===== src/rtl/pipe_hazard_int_ctrl.sv =====
// Stall/flush and interrupt-entry sequencer for the 5-stage pipeline.
// Resolves memory-wait, load-use and taken-branch hazards, drains the back
// end of the pipe before redirecting to the interrupt vector, and handles
// ERET through the PC-source select.
//
// Each cycle the block decides from the current inputs and state. The
// priority order is:
//   1. memory wait
//   2. load-use
//   3. ERET
//   4. interrupt accept
//   5. branch
// Every Stall/Flush output is a single-cycle level. The stage that owns a
// register samples it on the same rising edge.
// There is no handshake. int_req is a level and is sampled only in RUN.
module pipe_hazard_int_ctrl #(
    parameter int unsigned DRAIN_CYCLES = 3,
    parameter logic [31:0] INT_VECTOR   = 32'h0000_0004
) (
    input  logic        clk,
    input  logic        reset,
    input  logic [4:0]  ID_rs,
    input  logic [4:0]  ID_rt,
    input  logic [31:0] ID_PC,
    input  logic        ID_eret,
    input  logic        ID_branch_taken,
    input  logic        EX_MemRead,
    input  logic [4:0]  EX_rt,
    input  logic        MEM_req,
    input  logic        MEM_ready,
    input  logic        int_req,
    output logic        PC_Stall,
    output logic        IF_ID_Stall,
    output logic        ID_EX_Stall,
    output logic        EX_MEM_Stall,
    output logic        MEM_WB_Stall,
    output logic        IF_ID_Flush,
    output logic        ID_EX_Flush,
    output logic        EX_MEM_Flush,
    output logic        MEM_WB_Flush,
    output logic [1:0]  pc_sel,
    output logic [31:0] int_vec,
    output logic [31:0] epc,
    output logic        int_en,
    output logic        int_ack,
    output logic [1:0]  state_dbg
);

    typedef enum logic [1:0] {
        S_RUN    = 2'd0,
        S_DRAIN  = 2'd1,
        S_VECTOR = 2'd2
    } state_t;

    localparam logic [3:0] CNT_LOAD = 4'(DRAIN_CYCLES - 1);

    state_t      state;
    state_t      state_next;
    logic [3:0]  cnt;
    logic [3:0]  cnt_next;
    logic [31:0] epc_next;
    logic        int_en_next;
    logic        memwait;
    logic        loaduse;

    assign memwait   = MEM_req & ~MEM_ready;
    assign loaduse   = EX_MemRead & (EX_rt != 5'd0) & ((EX_rt == ID_rs) | (EX_rt == ID_rt));
    assign int_vec   = INT_VECTOR;
    assign state_dbg = state;

    // Next-state and stall/flush decode; reset forces every control output low.
    always_comb begin
        PC_Stall     = 1'b0;
        IF_ID_Stall  = 1'b0;
        ID_EX_Stall  = 1'b0;
        EX_MEM_Stall = 1'b0;
        MEM_WB_Stall = 1'b0;
        IF_ID_Flush  = 1'b0;
        ID_EX_Flush  = 1'b0;
        EX_MEM_Flush = 1'b0;
        MEM_WB_Flush = 1'b0;
        pc_sel       = 2'b00;
        int_ack      = 1'b0;
        state_next   = state;
        cnt_next     = cnt;
        epc_next     = epc;
        int_en_next  = int_en;
        if (!reset) begin
            if (memwait) begin
                // Hold everything up to EX/MEM and bubble into MEM/WB.
                // The FSM is frozen.
                PC_Stall     = 1'b1;
                IF_ID_Stall  = 1'b1;
                ID_EX_Stall  = 1'b1;
                EX_MEM_Stall = 1'b1;
                MEM_WB_Flush = 1'b1;
            end else begin
                case (state)
                    S_RUN: begin
                        if (loaduse) begin
                            PC_Stall    = 1'b1;
                            IF_ID_Stall = 1'b1;
                            ID_EX_Flush = 1'b1;
                        end else if (ID_eret) begin
                            pc_sel      = 2'b10;
                            IF_ID_Flush = 1'b1;
                            int_en_next = 1'b1;
                        end else if (int_req && int_en) begin
                            // The ID instruction is squashed and saved as the
                            // return PC. The PC is held so that a taken branch
                            // in ID cannot redirect the fetch.
                            PC_Stall    = 1'b1;
                            IF_ID_Flush = 1'b1;
                            ID_EX_Flush = 1'b1;
                            state_next  = S_DRAIN;
                            epc_next    = ID_PC;
                            int_en_next = 1'b0;
                            cnt_next    = CNT_LOAD;
                        end else if (ID_branch_taken) begin
                            IF_ID_Flush = 1'b1;
                        end
                    end
                    S_DRAIN: begin
                        PC_Stall    = 1'b1;
                        IF_ID_Flush = 1'b1;
                        ID_EX_Flush = 1'b1;
                        if (cnt == 4'd0) begin
                            state_next = S_VECTOR;
                        end else begin
                            cnt_next = cnt - 4'd1;
                        end
                    end
                    S_VECTOR: begin
                        pc_sel      = 2'b01;
                        int_ack     = 1'b1;
                        IF_ID_Flush = 1'b1;
                        state_next  = S_RUN;
                    end
                    default: begin
                        state_next = S_RUN;
                    end
                endcase
            end
        end
    end

    // State, drain counter, return PC and interrupt enable registers.
    always_ff @(posedge clk) begin
        if (reset) begin
            state  <= S_RUN;
            cnt    <= 4'd0;
            epc    <= 32'd0;
            int_en <= 1'b1;
        end else begin
            state  <= state_next;
            cnt    <= cnt_next;
            epc    <= epc_next;
            int_en <= int_en_next;
        end
    end

endmodule


===== config.mk =====
export PLATFORM = sky130hd
export DESIGN_NAME = pipe_hazard_int_ctrl
export DESIGN_NICKNAME = d
export VERILOG_FILES = /design/src/rtl/pipe_hazard_int_ctrl.sv
export SDC_FILE = /design/constraint.sdc
export NUM_CORES = 1
export LEC_CHECK = 0
export ABC_AREA = 1
export CORE_MARGIN = 8
export CORE_UTILIZATION = 40
export CTS_BUF_LIST = sky130_fd_sc_hd__clkbuf_8
export DETAILED_ROUTE_END_ITERATION = 16
export PLACE_DENSITY_LB_ADDON = 0.1
export SYNTH_ARGS = -nofsm -noshare
export SYNTH_HDL_FRONTEND = slang
export SYNTH_SLANG_ARGS = --single-unit

===== constraint.sdc =====
create_clock -name clk -period 1.8 [get_ports clk]
set_input_delay 0.36 -clock clk [delete_from_list [all_inputs] [get_ports clk]]
set_output_delay 0.36 -clock clk [all_outputs]
set_load 0.01 [all_outputs]

==> results.json, run 1 <==
{
  "status": "complete, but fails checks",
  "violations": "setup timing",
  "async_reset_ff_share_pct": 0,
  "die_h_um": 92.7,
  "port_buffers": 99,
  "synth.top_cell.area_share_pct": 33.2,
  "power_density_mw_per_mm2": 955,
  "endpoint_kind": "output port",
  "placed_cells": 514,
  "clk_pin_slew_ns": 0.07,
  "cts_root_buf": "clkbuf_8",
  "start_util_pct": 40.4,
  "yosysWarnings": 0,
  "ys_ff_latch": 39,
  "min_path_cells": 2,
  "crit_family": "simple AND/OR/NAND/NOR gates",
  "grt_max_degree": 34,
  "path_buf_inv": 4,
  "fin_skew_ns": 0.00598,
  "critPathLaunchType": "register",
  "wl_per_cell_um": 13.6,
  "synthTopCellsByArea": "dfxtp_1 (33%), nand2_1 (12%), buf_4 (11%)",
  "detail-route-antenna-nets": 0,
  "whs_ns": 0.460,
  "timing.fmax_ghz": 0.548,
  "cts_buffers": 5,
  "drt_iter0_drc": 85,
  "path_max_fanout": 2,
  "nNetsFinal": 512,
  "fin_util_pct": 61.0,
  "hold_viol_final": 0,
  "path_depth": 9,
  "drc": 0,
  "grt_pass1_vias": 2310,
  "hold_path_class": "reg -> reg",
  "crit_slowest_cell": "dfxtp_2",
  "ys_seq_area_share_pct": 33.2,
  "fin_crit_ns": 1.82,
  "cts.sinks": 39,
  "ys_top_cells_by_count": "nand2_1 (78), dfxtp_1 (39), nand4_1 (39)",
  "clock_latency_ns": 0.29,
  "synthCells": 335,
  "io_pins": 134,
  "cp_cell_sequence": "inv_2 > ha_4 > inv_2 > nor3_4 > nor2_1 > nand2_2 > inv_2 > nor3_2 > buf_2",
  "first_pass_iters": 4,
  "dieArea_mm2": 0.00859,
  "netlist_area_mm2": 0.00235,
  "grt_pass1_wl_um": 11400,
  "critPathKind": "reg -> out",
  "period_share_pct": 101,
  "antenna_found_initial": 0,
  "synth_area_per_cell_um2": 7.02,
  "die_w_um": 92.7,
  "finalMaxSlewViolations": 0,
  "synth_largest_area_cell": "dfxtp_1",
  "rsz0062_at_grt": "yes",
  "grt_overflow": 0,
  "cts_tree": "built",
  "cts_max_path_buffers": 2,
  "fin_cells": 527,
  "synth_edf_count": 0,
  "gp_congestion": 0.864,
  "reg2regPathDepth": 13,
  "critical-path-max-stage-delay_ns": 0.33,
  "synth_most_common_cell": "nand2_1",
  "wirelength_um": 7190,
  "routed_via_density": 4.66,
  "core_area_mm2": 0.00582,
  "syn2layout_area_growth_pct": 50.7,
  "via_count": 2457,
  "power_leakage_nw": 1.60,
  "htree_levels": 2,
  "crit_top_cell": "inv_2",
  "rows": 28,
  "synth_ff_type": "dfxtp_1",
  "diodes": 0,
  "cp.required_ns": 1.44,
  "worstPathArrival_ns": 1.46,
  "setup_ws_ns": -0.0244,
  "grt_usage_pct": 16.2,
  "drive_gt1_share_pct": 23.5,
  "ir_drop_v": 0.000730,
  "drv_cap": 0,
  "setup_viol": 1,
  "hpwl_um": 5510,
  "synth.distinct_cells": 24
}
## path summary, 6_finish.rpt
kind / startpoint / endpoint / slack [ns]
worst max-delay path: state_dbg[0]$_SDFFE_PP0P_ / ID_EX_Flush / -0.02
worst min-delay path: epc[5]$_SDFFE_PP0P_ / epc[5]$_SDFFE_PP0P_ / 0.46
worst max register to register: state_dbg[0]$_SDFFE_PP0P_ / state_dbg[1]$_SDFFE_PP0P_ / 0.12
worst min register to register: epc[5]$_SDFFE_PP0P_ / epc[5]$_SDFFE_PP0P_ / 0.46
## registers in the layout, summed over array words and instances, names as in the netlist
name and cells:
state_dbg 2, cnt 4, int_en 1, epc 32
## where the power goes
group / switching [W] / total [W] / leakage (nW) / internal (W)
clock network: 0.000301 / 0.000566 / 0.0453 / 0.000265
registers: 0.0000758 / 0.00108 / 0.318 / 0.00100
logic: 0.000926 / 0.00174 / 1.23 / 0.000814
total: 0.00130 / 0.00338 / 1.60 / 0.00208
## metrics by stage
stage | instance area, um^2 | worst slack, ns | TNS [ns] | total power (W)
floorplan | 2490 | 0.0126 | 0 | 0.00209
global placement | 3390 | -0.818 | -21.06 | 0.00271
detailed placement | 3390 | -0.830 | -21.64 | 0.00274
CTS | 3450 | -0.0239 | -0.0259 | 0.00330
global route | 3540 | -0.138 | -0.295 | 0.00364
finish | 3540 | -0.0244 | -0.0244 | 0.00338
## metal layers
metal | share of wire (%) | global-route usage, % | routed length [um] | up-vias
li1 | - | - | - | 1254
met1 | 43 | 19.4 | 3080 | 1114
met2 | 49 | 27.4 | 3500 | 81
met3 | 7.3 | 4.45 | 524 | 8
met4 | 1.3 | 4.97 | 91 | 0
met5 | 0 | 0 | 0 | -
## logic make-up (layout without fill, tap and decap cells)
family	count (synthesis)	count (layout)	share of synthesized area [%]
flops	39	39	33.2
xor+xnor	2	2	0.745
fa+ha+maj	6	6	3.19
simple gates	154	154	31.0
other cells	2	34	0.319
compound gates	42	42	9.15
buf+inv	90	175	22.4
## worst register-to-register path, cell delays in order (launching register included)
cell and delay, ns:
dfxtp_2 0.34, inv_2 0.05, ha_4 0.15, buf_4 0.16
nand2_1 0.06, inv_1 0.05, buf_4 0.13, nor2_2 0.10
inv_2 0.06, nor2_1 0.18, nand3_1 0.14, nand2_1 0.08
inv_1 0.03, nor2_1 0.09
## cells in the final DEF, fill, tap and decap left out, types with 2 or more instances in the layout
master           synthesis  layout
a21oi_2                  0       2
clkdlybuf4s50_1          0      68
inv_1                   35      24
nand4_1                 39      39
nand2_1                 78      72
clkbuf_2                 0       5
conb_1                   2      34
o21ai_0                  5       2
buf_2                    7      13
buf_4                   36      29
o21ai_1                  0       2
dfxtp_1                 39      37
nor2_1                  23      17
nand2_2                  1       6
buf_6                    6       8
nor2_2                   0       3
a21oi_1                 35      33
dfxtp_2                  0       2
nand3_1                  7       4
dlymetal6s2s_1           0       3
dlygate4sd2_1            0       3
clkbuf_8                 0       5
inv_2                    2      13
nor3_2                   0       2
ha_1                     6       4
nand3_2                  1       2
nor2_4                   0       3
nand3_4                  1       3
nand2_4                  1       2
## cell type report
class,count,area (um^2)
clock buffer,5,68.8
tap,75,93.8
timing repair buffer,130,1150
inverter,37,141
clock inverter,3,16.3
fill,563,2270
sequential,39,783
multi-input combinational,238,1290
## what timing repair did
item,in CTS,in global routing
resized for setup,103,50
setup buffers,5,1
pin swaps,23,23
hold buffers,0,0
setup endpoints to repair,42,40
Note: power is estimated with default switching activity, not from simulation.
==> run 2, diff against run 1 <==
CORE_UTILIZATION = 43   (was 40)
clock period = 2.19 ns   (was 1.8 ns; I/O delays follow)
==> run 2 against run 1 <==
Net effect: the run now ends clean; total power decreased by 20%; sequential power decreased by 19%; clock power decreased by 4.2%; die area decreased by 5.8%; via count decreased by 0.94%; combinational power decreased by 25%; largest power group unchanged.
==> results.json, run 2 (same netlist as run 1, synthesis figures left out) <==
{
  "cts_max_path_buffers": 2,
  "io_pins": 134,
  "layout_common_cells": "nand2_1 (77), clkdlybuf4s50_1 (74), nand4_1 (39), dfxtp_1 (39), a21oi_1 (35)",
  "drv_cap": 0,
  "endpoint_kind": "output port",
  "htree_levels": 2,
  "status": "finished clean",
  "routed_via_density": 4.69,
  "gp_congestion": 0.843,
  "first_pass_iters": 4,
  "diodes": 0,
  "drt_iter0_drc": 148,
  "power_w": 0.00272,
  "min_to": "epc[11]$_SDFFE_PP0P_",
  "ir_drop_v": 0.000514,
  "finalMaxSlewViolations": 0,
  "rows": 27,
  "wl_per_cell_um": 13.9,
  "hold_path_class": "reg -> reg",
  "ff2ff_setup_slack_ns": 0.36,
  "nNetsFinal": 507,
  "fin_crit_ns": 2.09,
  "core_area_mm2": 0.00541,
  "regToRegEndpoint": "cnt[3]$_SDFFE_PP0P_",
  "path_max_fanout": 4,
  "largest_reg_flops": 32,
  "clock_latency_ns": 0.28,
  "power_leakage_nw": 1.54,
  "detail-route-antenna-nets": 0,
  "die_h_um": 90.0,
  "cts_buffers": 5,
  "critPathLaunchType": "primary input",
  "setup_ws_ns": 0.0986,
  "port_buffers": 99,
  "drive_gt1_share_pct": 12.5,
  "die_w_um": 90.0,
  "regToRegStartpoint": "state_dbg[0]$_SDFFE_PP0P_",
  "cts.sinks": 39,
  "wirelength_um": 7200,
  "grt_pass1_vias": 2494,
  "power_density_mw_per_mm2": 795,
  "setup_viol": 0,
  "start_util_pct": 43.5,
  "min_path_cells": 2,
  "reg2regPathDepth": 13,
  "syn2layout_area_growth_pct": 45.3,
  "cp.required_ns": 1.75,
  "drc": 0,
  "grt_overflow": 0,
  "layout_commonest_cell": "nand2_1",
  "fin_skew_ns": 0.00310,
  "via_count": 2434,
  "fin_cells": 519,
  "grt_usage_pct": 17.2,
  "dieArea_mm2": 0.00809,
  "antenna_found_initial": 0,
  "critPathKind": "in -> out",
  "placed_cells": 510,
  "grt_max_degree": 34,
  "hold_viol_final": 0,
  "worstPathArrival_ns": 1.65,
  "clk_pin_slew_ns": 0.08,
  "cts_tree": "built",
  "cts_root_buf": "clkbuf_8",
  "regMostFlops": "epc",
  "grt_pass1_wl_um": 12000,
  "hpwl_um": 5580,
  "hold_start": "epc[11]$_SDFFE_PP0P_",
  "period_share_pct": 95.5,
  "post-place-ws_ns": -0.660,
  "ctsHoldBuffers": 0,
  "timing.fmax_ghz": 0.478
}
## run 2: how the worst max path moves through the flow
stage	startpoint	endpoint
3_5_place_dp	EX_rt[4]	PC_Stall
3_3_place_gp	EX_rt[2]	PC_Stall
4_1_cts	EX_rt[0]	IF_ID_Stall
5_1_grt	ID_rs[3]	IF_ID_Flush
2_1_floorplan	state_dbg[0]$_SDFFE_PP0P_	PC_Stall
6_report	MEM_req	MEM_WB_Flush
## run 2: where the power goes
part	switching, W	leakage (nW)	internal [W]	total [W]
sequential	0.0000552	0.317	0.000819	0.000875
combinational	0.000707	1.17	0.000592	0.00130
clock	0.000256	0.0505	0.000287	0.000542
## run 2: worst max-delay path, cell delays in order
cell and delay (ns):
clkdlybuf4s50_1 0.45, inv_1 0.03, nor2_1 0.14, inv_2 0.09, nor2_2 0.10, buf_4 0.13
dlygate4sd2_1 0.28
## run 2: cell type report
cell class | count | area (um^2)
inverters | 37 | 139
clock buffers | 7 | 96.3
clock inverters | 1 | 7.51
repair buffers | 125 | 1130
well taps | 72 | 90.1
fillers | 500 | 1990
flip-flops and latches | 39 | 781
multi-input cells | 238 | 1170
## run 2: what timing repair did
item	CTS	global route
gates cloned	0	0
setup buffers	0	1
pin swaps	10	12
setup endpoints to repair	10	10
gates resized for setup	45	23
## run 2: metal layers
layer  up-vias  wire length (um)  global-route usage (%)
li1       1240                 -                       -
met1      1091              3080                    19.7
met2        90              3480                    29.8
met3        13               510                    5.40
met4         0               138                    5.13
met5         -                 0                       0
## run 2: per-stage QoR
| stage | hold slack (ns) | cell area, um^2 | util, % | TNS, ns |
|---|---|---|---|---|
| after floorplan | 0.483 | 2470 | - | 0 |
| after global placement | 0.447 | 3350 | 62.0 | -7.87 |
| final | 0.461 | 3420 | 63.2 | 0 |
| after CTS | 0.464 | 3420 | 63.2 | 0 |
| after detailed placement | 0.452 | 3350 | 62.0 | -10.69 |
| after global routing | 0.480 | 3420 | 63.2 | -0.0172 |
==> run 3, diff against run 2 <==
ABC_CLOCK_PERIOD_IN_PS = 1770   (was unset)
CORE_UTILIZATION = 36   (was 43)
clock period = 1.77 ns   (was 2.19 ns; I/O delays follow)
==> run 3 against run 2 <==
Net effect: sequential cell count is the same; critical endpoint is now PC_Stall; global-route usage shrank 2.6 points; critical path depth grew 2; clock skew is essentially flat; highest routed layer unchanged.
==> results.json, run 3 (same netlist as run 1, synthesis figures left out) <==
{
  "rsz0062_at_grt": "yes",
  "period_share_pct": 98.7,
  "drv_cap": 0,
  "fin_crit_ns": 1.75,
  "setup-tns-final_ns": 0,
  "wirelength_um": 7210,
  "cp_cell_sequence": "inv_2 > ha_4 > inv_4 > nor3_4 > nor2_2 > nand2_2 > inv_2 > o21ai_2 > buf_2",
  "diodes": 0,
  "grt_max_degree": 34,
  "reg2regPathDepth": 9,
  "drt_iter0_drc": 104,
  "gp_congestion": 0.833,
  "largest_reg_flops": 32,
  "critical-path-max-stage-delay_ns": 0.33,
  "drive_gt1_share_pct": 27.3,
  "met1_usage_pct": 17.7,
  "endpoint_kind": "output port",
  "power_w": 0.00364,
  "critPathLaunchType": "register",
  "gr-usage-met3_pct": 5.69,
  "fin_cells": 538,
  "first_pass_iters": 4,
  "via_count": 2444,
  "placed_cells": 519,
  "combinationalPowerShare_pct": 54.1,
  "wl_per_cell_um": 13.4,
  "finalMaxSlewViolations": 0,
  "routed_via_density": 4.54,
  "rows": 29,
  "pwr-share-clk_pct": 15.9,
  "die_h_um": 96.8,
  "path_max_fanout": 2,
  "syn2layout_area_growth_pct": 59.3,
  "io_pins": 134,
  "cts_buffers": 5,
  "grt_overflow": 0,
  "crit_top_cell": "inv_2",
  "swShare_pct": 38.0,
  "min_to": "epc[4]$_SDFFE_PP0P_",
  "ir_drop_v": 0.000733,
  "critPathKind": "reg -> out",
  "crit_slowest_cell": "dfxtp_2",
  "timing.fmax_ghz": 0.573,
  "switching_power_w": 0.00138,
  "htree_levels": 2,
  "fin_area_mm2": 0.00375,
  "fin_util_pct": 59.0,
  "ff2ff_setup_slack_ns": 0.07,
  "antenna_found_initial": 0,
  "drc": 0,
  "hpwl_um": 5530,
  "layout_common_cells": "nand2_1 (68), clkdlybuf4s50_1 (68), nand4_1 (39)",
  "internal-power_w": 0.00225,
  "clock_latency_ns": 0.28,
  "min_path_cells": 2,
  "grt_pass1_wl_um": 11700,
  "regToRegStartpoint": "state_dbg[1]$_SDFFE_PP0P_",
  "dpl_cell_area_mm2": 0.00344,
  "grtUsageMet2_pct": 24.0,
  "cts.sinks": 39,
  "dieArea_mm2": 0.00938,
  "core_area_mm2": 0.00635,
  "worstPathArrival_ns": 1.39,
  "grt_pass1_vias": 2377,
  "cp.required_ns": 1.42,
  "hold_viol_final": 0,
  "setup_viol": 0,
  "pwr-share-seq_pct": 30.0,
  "power_density_mw_per_mm2": 971,
  "status": "finished clean",
  "hold_path_class": "reg -> reg",
  "power_leakage_nw": 1.67,
  "hold_start": "epc[4]$_SDFFE_PP0P_",
  "fillers": 594,
  "clk_pin_slew_ns": 0.08,
  "grt_usage_pct": 14.6,
  "cts_max_path_buffers": 2,
  "start_util_pct": 37.0,
  "cts_root_buf": "clkbuf_8",
  "fin_skew_ns": 0.00351,
  "die_w_um": 96.8,
  "ctsHoldBuffers": 0,
  "regMostFlops": "epc",
  "port_buffers": 99,
  "regToRegEndpoint": "epc[16]$_SDFFE_PP0P_",
  "cts_tree": "built",
  "detail-route-antenna-nets": 0,
  "nNetsFinal": 521,
  "grt-busiest-layer": "met2"
}
[run 3: area by class of cell]
| type | count | area [um^2] | area share [%] |
|---|---|---|---|
| Sequential cell | 39 | 783 | 20.9 |
| Clock inverter | 3 | 16.3 | 0.434 |
| Clock buffer | 5 | 68.8 | 1.84 |
| Tap cell | 77 | 96.3 | 2.57 |
| Inverter | 37 | 146 | 3.91 |
| Timing Repair Buffer | 139 | 1310 | 34.9 |
| Multi-Input combinational cell | 238 | 1330 | 35.4 |
[run 3: worst max path at each step]
| stage | endpoint | startpoint | depth (start not counted) |
|---|---|---|---|
| finish | PC_Stall | state_dbg[1]$_SDFFE_PP0P_ | 9 |
| global route | PC_Stall | state_dbg[1]$_SDFFE_PP0P_ | 9 |
| CTS | PC_Stall | state_dbg[0]$_SDFFE_PP0P_ | 9 |
| detailed placement | ID_EX_Flush | EX_rt[4] | 12 |
| global placement | IF_ID_Flush | EX_rt[3] | 10 |
| floorplan | ID_EX_Flush | state_dbg[1]$_SDFFE_PP0P_ | 8 |
[run 3: metal layers]
| metal | vias up | part of all wire [%] | routed length, um |
|---|---|---|---|
| li1 | 1277 | - | - |
| met1 | 1086 | 44 | 3180 |
| met2 | 77 | 48 | 3490 |
| met3 | 4 | 6.8 | 493 |
| met4 | 0 | 0.68 | 49 |
| met5 | - | 0 | 0 |
[run 3: through the flow]
stage,hold slack [ns],setup WS (ns)
6_report,0.460,0.0234
5_1_grt,0.474,-0.0624
4_1_cts,0.463,-0.0116
3_5_place_dp,0.450,-0.874
3_3_place_gp,0.444,-0.860
2_1_floorplan,0.483,0.000783
[run 3: repair_timing]
| action | in CTS | in global routing |
|---|---|---|
| setup buffers | 11 | 1 |
| setup endpoints to repair | 42 | 21 |
| resized for setup | 123 | 59 |
| pin swaps | 30 | 30 |
[run 3: critical path, delay by kind of cell, from the launching register on]
family / cells / cell delay, ns
flip-flops: 1 / 0.33
AND/OR/NAND/NOR: 3 / 0.24
AO/OA/AOI/OAI: 1 / 0.09
adder cells (fa/ha/maj): 1 / 0.15
buffers and inverters: 4 / 0.29
[run 3: power groups by stage]
stage / combinational (W) / clock (W) / sequential [W]
floorplan: 0.000976 / 0 / 0.00116
global placement: 0.00172 / 0 / 0.00110
detailed placement: 0.00173 / 0 / 0.00111
CTS: 0.00177 / 0.000605 / 0.00109
global route: 0.00218 / 0.000646 / 0.00111
finish: 0.00197 / 0.000579 / 0.00109
